<file path="config.mk">
export PLATFORM = sky130hd
export DESIGN_NAME = rx_phase_ctrl
export DESIGN_NICKNAME = d
export VERILOG_FILES = /design/src/rtl/rx_phase_ctrl.sv
export SDC_FILE = /design/constraint.sdc
export NUM_CORES = 1
export LEC_CHECK = 0
export ABC_AREA = 0
export BUFFER_PORTS_ARGS = -buffer_cell sky130_fd_sc_hd__buf_2
export CELL_PAD_IN_SITES_DETAIL_PLACEMENT = 1
export CELL_PAD_IN_SITES_GLOBAL_PLACEMENT = 2
export CORE_MARGIN = 2
export CORE_UTILIZATION = 30
export CTS_CLUSTER_DIAMETER = 120
export CTS_CLUSTER_SIZE = 20
export DETAILED_ROUTE_END_ITERATION = 10
export PLACE_DENSITY = 0.65
export SLEW_MARGIN = 20
export SYNTH_ARGS = -nofsm -noshare
export SYNTH_HDL_FRONTEND = slang
export SYNTH_SLANG_ARGS = --single-unit
</file>
<file path="constraint.sdc">
create_clock -name clk -period 9.4 [get_ports clk]
set_input_delay 0.47 -clock clk [delete_from_list [all_inputs] [get_ports clk]]
set_output_delay 0.47 -clock clk [all_outputs]
set_load 0.02 [all_outputs]
</file>
<file path="src/rtl/rx_phase_ctrl.sv">
// rx_phase_ctrl: picks the matched-filter sampling phase with the largest |x| energy.
// Optional RX_PHASE_CTRL_TRACK_EN: continuous re-measurement after the first decision.
module rx_phase_ctrl #(
    parameter  int UPSAMPLE   = 4,
    parameter  int DATA_NBITS = 8,
    parameter  int WIN_LOG2   = 10,
    localparam int ACC_NBITS  = DATA_NBITS + WIN_LOG2,
    localparam int PH_NBITS   = $clog2(UPSAMPLE)
) (
    input  logic                         clk,
    input  logic                         rst,
    input  logic                         enable,
    input  logic                         start,
    input  logic signed [DATA_NBITS-1:0] sample_in,
    output logic        [PH_NBITS-1:0]   phase_out,
    output logic                         locked,
    output logic                         busy,
    output logic                         done,
    output logic        [ACC_NBITS-1:0]  energy_max
);

    typedef enum logic [1:0] {
        IDLE,
        MEASURE,
        DECIDE,
        DONE
    } state_t;

    state_t state;
    state_t state_nxt;

    logic [UPSAMPLE-1:0][ACC_NBITS-1:0] acc;
    logic [PH_NBITS-1:0]                phase_cnt;
    logic [WIN_LOG2-1:0]                sym_cnt;
    logic [PH_NBITS-1:0]                best_idx;
    logic [ACC_NBITS-1:0]               best_val;

    logic                  clr;
    logic                  acc_en;
    logic                  scan_en;
    logic                  load;
    logic                  phase_last;
    logic                  win_last;
    logic [DATA_NBITS-1:0] neg_val;
    logic [DATA_NBITS-1:0] abs_val;
    logic [ACC_NBITS:0]    acc_sum;
    logic [ACC_NBITS-1:0]  acc_sat;
    logic                  scan_gt;
    logic [PH_NBITS-1:0]   scan_idx;
    logic [ACC_NBITS-1:0]  scan_val;

    // Magnitude taken as unsigned so the most negative code maps to 2^(N-1)
    assign neg_val  = $unsigned(-sample_in);
    assign abs_val  = sample_in[DATA_NBITS-1] ? neg_val : $unsigned(sample_in);
    assign acc_sum  = {1'b0, acc[phase_cnt]} + {{(WIN_LOG2 + 1){1'b0}}, abs_val};
    assign acc_sat  = acc_sum[ACC_NBITS] ? {ACC_NBITS{1'b1}} : acc_sum[ACC_NBITS-1:0];

    assign phase_last = (phase_cnt == PH_NBITS'(UPSAMPLE - 1));
    assign win_last   = (sym_cnt == {WIN_LOG2{1'b1}});

    // Strict compare: on a tie the earlier (lower) phase is kept
    assign scan_gt  = (acc[phase_cnt] > best_val);
    assign scan_idx = scan_gt ? phase_cnt : best_idx;
    assign scan_val = scan_gt ? acc[phase_cnt] : best_val;

    // State register
    always_ff @(posedge clk or negedge rst) begin
        if (!rst) begin
            state <= IDLE;
        end else begin
            state <= state_nxt;
        end
    end

    // Next-state and datapath control decode
    always_comb begin
        state_nxt = state;
        clr       = 1'b0;
        acc_en    = 1'b0;
        scan_en   = 1'b0;
        load      = 1'b0;
        unique case (state)
            IDLE: begin
                if (start) begin
                    state_nxt = MEASURE;
                    clr       = 1'b1;
                end
            end
            MEASURE: begin
                if (enable) begin
                    acc_en = 1'b1;
                    if (phase_last && win_last) begin
                        state_nxt = DECIDE;
                    end
                end
            end
            DECIDE: begin
                scan_en = 1'b1;
                if (phase_last) begin
                    load      = 1'b1;
                    state_nxt = DONE;
                end
            end
            DONE: begin
`ifdef RX_PHASE_CTRL_TRACK_EN
                state_nxt = MEASURE;
                clr       = 1'b1;
`else
                state_nxt = IDLE;
`endif
            end
            default: begin
                state_nxt = IDLE;
            end
        endcase
    end

    // Accumulators, phase/symbol counters and the running maximum
    always_ff @(posedge clk or negedge rst) begin
        if (!rst) begin
            acc       <= '0;
            phase_cnt <= '0;
            sym_cnt   <= '0;
            best_idx  <= '0;
            best_val  <= '0;
        end else if (clr) begin
            acc       <= '0;
            phase_cnt <= '0;
            sym_cnt   <= '0;
            best_idx  <= '0;
            best_val  <= '0;
        end else if (acc_en) begin
            acc[phase_cnt] <= acc_sat;
            phase_cnt      <= phase_cnt + PH_NBITS'(1);
            if (phase_last) begin
                sym_cnt <= sym_cnt + WIN_LOG2'(1);
            end
        end else if (scan_en) begin
            phase_cnt <= phase_cnt + PH_NBITS'(1);
            best_idx  <= scan_idx;
            best_val  <= scan_val;
        end
    end

    // Registered outputs; the final compare result lands as DONE begins
    always_ff @(posedge clk or negedge rst) begin
        if (!rst) begin
            phase_out  <= '0;
            energy_max <= '0;
            locked     <= 1'b0;
            busy       <= 1'b0;
            done       <= 1'b0;
        end else begin
            busy <= (state_nxt == MEASURE) || (state_nxt == DECIDE);
            done <= load;
            if (load) begin
                phase_out  <= scan_idx;
                energy_max <= scan_val;
                locked     <= 1'b1;
            end
        end
    end

endmodule

</file>
Yosys cells after proc, flatten, opt, wreduce, memory -nomap -nowiden
Cells that the tools add are included.

Register bits: 129. Bits in latches: 0. RAM bits: 0. ROM bits: 0. Output and inout bits: 23. Memories kept: 0.

$add $sub $neg: 4. Multiply operators: 0. Divide/modulo/power cells: 0. Magnitude comparators: 3. Equality and inequality tests: 8. Shift-type cells: 0. Muxes and demuxes: 35. Bitwise operators: 0. Reduce and logical (&&, ||, !) cells: 10.

Operators by type and width (count): 72-bit two-way mux (2); 18-bit two-way mux (7); 72-bit bitwise mux (1); 18-bit binary-select mux with 2-bit select (1); 18-bit demux with 2-bit select (1); 10-bit two-way mux (3); 2-bit two-way mux (11); 18-bit by 8-bit adder with 19-bit output (1); 18-bit > comparator (1); 10-bit by 1-bit adder with 10-bit output (second input constant) (1); 10-bit == test (second input constant) (1); 2-bit == test (second input constant) (4); 8-bit two-way mux (1); 8-bit negator (1); 2-bit one-hot mux with 4 select lines (1); 1-bit two-way mux (7); 2-bit nonzero test (3); 2-bit by 1-bit == test with 1-bit output (second input constant) (2); 2-bit AND reduction (2); 2-bit by 3-bit less-than comparator with 1-bit output (second input constant) (1); 3-bit nonzero test (1); 2-bit by 1-bit adder with 2-bit output (second input constant) (1); 2-bit by 1-bit greater-or-equal comparator with 1-bit output (second input constant) (1); 1-bit logical AND (2); other kinds (3) (3).

Longest topological paths before layout
Word-level depth: 7. Mapped depth: 16. Gate-level depth less buffers: 13.

Worst setup path before layout
Ideal clock, no wire load.

Path kind: register to register. From: register phase_cnt[0]. To: register best_val[10]. Setup time: 0.125 ns. Data arrival time: 3.309 ns. Data required time: 9.275 ns. Slack: 5.966 ns. Cell stages (with the launch flop): 13. Buffers on the path: 4. Path through: dfrtp_1 -> buf_6 -> buf_8 -> clkbuf_1 -> mux4_2 -> ha_1 -> nand4_1 -> a211oi_1 -> a2111oi_0 -> o22ai_1 -> nand2_1 -> clkbuf_1 -> mux2_2.

Longest elaborated chain between the ends: 7.

RTL lines: start: declaration (RTL line 33) `logic [PH_NBITS-1:0] phase_cnt;`; start signal: assignment (RTL line 134) `phase_cnt <= phase_cnt + PH_NBITS'(1);`; start signal: assignment (RTL line 139) `phase_cnt <= phase_cnt + PH_NBITS'(1);`; 18-bit binary-select mux with 2-bit select * (RTL line 62, 64); 18-bit two-way mux (implied by the code) * (RTL line 62, 64); 18-bit > comparator (RTL line 62) `assign scan_gt = (acc[phase_cnt] > best_val);`; 18-bit two-way mux * (RTL line 64) `assign scan_val = scan_gt ? acc[phase_cnt] : best_val;`; 18-bit two-way mux * (RTL line 138) `end else if (scan_en) begin`; 18-bit two-way mux * (RTL line 132) `end else if (acc_en) begin`; 18-bit two-way mux * (RTL line 126) `end else if (clr) begin`; end signal: assignment (RTL line 141) `best_val <= scan_val;`; end: declaration (RTL line 36) `logic [ACC_NBITS-1:0] best_val;`.

Every way passes the cells marked *; elsewhere a longest branch is shown, timed or not. The select of a mux whose other input is x is not followed. A chain may end at the register's enable or synchronous reset.

Worst setup path in the final report
From: register phase_cnt[1]. To: register best_val[15].

Same word-level chain as after synthesis.

==> impl_metrics.toml <==
[place]
place.gp.congestion = 0.749
dp_cells = 982
io_buffers = 34
dp_hpwl_um = 12600

[routing]
drc = 0
drtAntennaViolNets = 0
wirelength_um = 18400
vias = 5205
avgRoutedWirePerCell_um = 18.2
drtIter0Drc = 244
first_pass_iters = 4
vias_per_cell = 5.14

[worst_setup_path]
start_kind = "register"
endpoint_kind = "register"
worstReg2RegStart = "phase_cnt[1]"
reg2reg_slack_ns = 4.65
cp.arrival_ns = 5.04
worst-path-max-fanout = 21
path_cells = "buf_4 > mux2_2 > o21ai_0 > inv_1 > ha_1 > nand2b_1 > a211oi_1 > a2111oi_0 > o22ai_2 > buf_4 > nand2_1 > mux2_2"
worstReg2RegEnd = "best_val[15]"
critPathKind = "register to register"
critPathRequiredTime_ns = 9.69
cp_slowest_cell = "dfrtp_1"
max_stage_delay_ns = 0.78
r2r_cells = 12

[sta]
period_needed_ns = 4.75
finalCritPeriodShare_pct = 50.5
tightest_slew_ns = 1.09
rsz0062_at_grt = "false"
slew_headroom_pct = 27.1
final_max_slew_viol_count = 0
hold_viol = 0
max_freq_ghz = 0.211
skew_ns = 0.00755
tns_ns = 0
setup_violations = 0

[logic_synthesis]
ys_seq_area_share_pct = 46.9
yosysUniqueCellTypes = 47
synth_cells = 694
ys.flop_type = "dfrtp_1"
synth_edf_count = 0
async_flop_share_pct = 100
syn_nets = 739
avgSynthCellArea_um2 = 9.91
synth-seq-cells = 129
syn-cell-area_um2 = 6880
yosys_warnings = 0

[clocking]
post_cts_buffers = 0
clockBufferDepth = 2
numCtsBuffers = 17
cts-root-buf = "clkbuf_16"
cts_tree = "done"
clock-sinks = 129
h-tree-depth = 4
postCtsHoldBufs = 0
ctsResizeCount = 0
clk_latency_ns = 0.41
clk_pin_slew_ns = 0.06

[pwr]
power_frac_clock_pct = 26.6
p_leak_nw = 3.60
powerDensity_nw_per_um2 = 287
p_int_mw = 1.36
pwr-share-comb_pct = 42.9
switchingPower_mw = 0.888
swShare_pct = 39.4
vdd_ir_drop_max_uv = 211
p_seq_share_pct = 30.5

[finish]
final_cell_mix = "129 x dfrtp_1, 107 x o21ai_0, 70 x nand2_1"
layout.cells.non_filler = 1012
drive_above_1_share_pct = 14.9
n_fill_cell = 2550
multi_input_area_um2 = 3370
seqCellArea_um2 = 3230
final_common_cell = "dfrtp_1"
final_nets = 761
antenna_cells = 0
synthToLayoutAreaGrowth_pct = 14.0

[global_routing]
grt_max_degree = 68
grt_pass1_wl_um = 30600
antenna_found_initial = 0
overflow = 0
grtUsageTotal_pct = 16.3
grt_pass1_vias = 5702

[run]
cap_violations = 0

[floorplan]
core.rowCount = 55
die_area_um2 = 24100
fp.coreArea_um2 = 22600
die_w_um = 155
start_util_pct = 30.5
io_pins = 35
die_h_um = 155

[status]
status = "finished, final reports clean"

[min_path]
hold_class = "primary input to async pin"
==> area by class of cell <==
cell class | instances | share of cell area, %
inverter | 31 | 1.48
timing repair buffer | 43 | 3.11
clock inverter | 5 | 0.383
sequential | 129 | 41.2
tap | 285 | 4.55
multi-input combinational | 494 | 43.0
clock buffer | 25 | 6.32
==> registers in the layout (all words and copies together) (netlist names) <==
register,flops
acc,72
best_val,18
energy_max,18
sym_cnt,10
best_idx,2
phase_cnt,2
phase_out,2
state,2
busy,1
done,1
locked,1
==> metrics by stage <==
step	hold WS (ns)	util, %	power [mW]	instance area, µm²	worst slack [ns]
6_report	0.0555	34.7	2.25	7840	4.65
5_1_grt	0.120	34.7	2.42	7840	4.29
4_1_cts	0.0849	34.7	2.29	7840	4.60
3_5_place_dp	0.453	32.4	1.67	7310	4.60
3_3_place_gp	0.453	32.4	1.64	7310	4.81
2_1_floorplan	0.174	-	1.40	6880	5.97
==> critical path, delay by kind of cell (launching register included) <==
kind | cells | cell delay (ns)
compound gates | 4 | 1.06
fa+ha+maj | 1 | 0.34
buf+inv | 3 | 0.78
flops | 1 | 0.78
mux | 2 | 0.77
simple gates | 2 | 0.87
==> metal layers <==
| metal | track usage [%] | up-vias | wire, µm |
|---|---|---|---|
| li1 | - | 2519 | - |
| met1 | 21.6 | 2622 | 8820 |
| met2 | 27.2 | 45 | 8980 |
| met3 | 2.65 | 19 | 365 |
| met4 | 5.11 | 0 | 240 |
| met5 | 0 | - | 0 |
==> power groups by stage <==
stage / combinational (mW) / clock [mW] / sequential, mW
after CTS: 0.985 / 0.615 / 0.688
after global routing: 1.08 / 0.639 / 0.698
after detailed placement: 0.978 / 0 / 0.697
after global placement: 0.948 / 0 / 0.691
after floorplan: 0.732 / 0 / 0.671
final: 0.965 / 0.600 / 0.687
==> cell usage after synthesis, types with 3 or more instances <==
library cell	n	area (µm²)
nor2b_1	5	31.3
nand4_1	9	56.3
mux2_2	18	203
a31oi_1	3	18.8
mux2i_1	30	300
and3_1	3	18.8
nor2_1	43	161
buf_2	4	20.0
a21oi_1	17	85.1
o21ai_0	107	536
nand2b_1	10	62.6
dfrtp_1	129	3230
o211ai_1	6	45.0
clkbuf_1	32	120
nand3_1	65	325
nand2_1	71	267
a211oi_1	4	30.0
xor2_1	6	52.6
o22ai_1	3	18.8
inv_1	31	116
and4_1	4	35.0
xnor2_1	11	96.3
mux4_2	16	360
ha_1	32	400
nor3_1	4	20.0
o31ai_1	6	45.0
==> worst max-delay path by stage <==
stage	start	to	slack, ns	depth (start not counted)
floorplan	phase_cnt[0]	best_val[10]	5.97	12
global placement	phase_cnt[1]	best_val[12]	4.81	12
detailed placement	phase_cnt[1]	best_val[2]	4.60	12
CTS	phase_cnt[1]	best_val[10]	4.60	12
global route	phase_cnt[1]	best_val[13]	4.29	12
finish	phase_cnt[1]	best_val[15]	4.65	12
==> kinds of logic (layout without fill, tap and decap cells) <==
family	after synthesis	count (layout)	synth area share (%)
adders and majority gates	33	33	6.11
DFF	129	129	46.9
muxes	64	64	12.6
buffers and inverters	71	104	4.28
and+or+nand+nor	221	221	15.0
AOI/OAI and AO/OA	159	159	12.9
xor gates and xnor gates	17	17	2.17
Note: power is estimated with default switching activity, not from simulation.
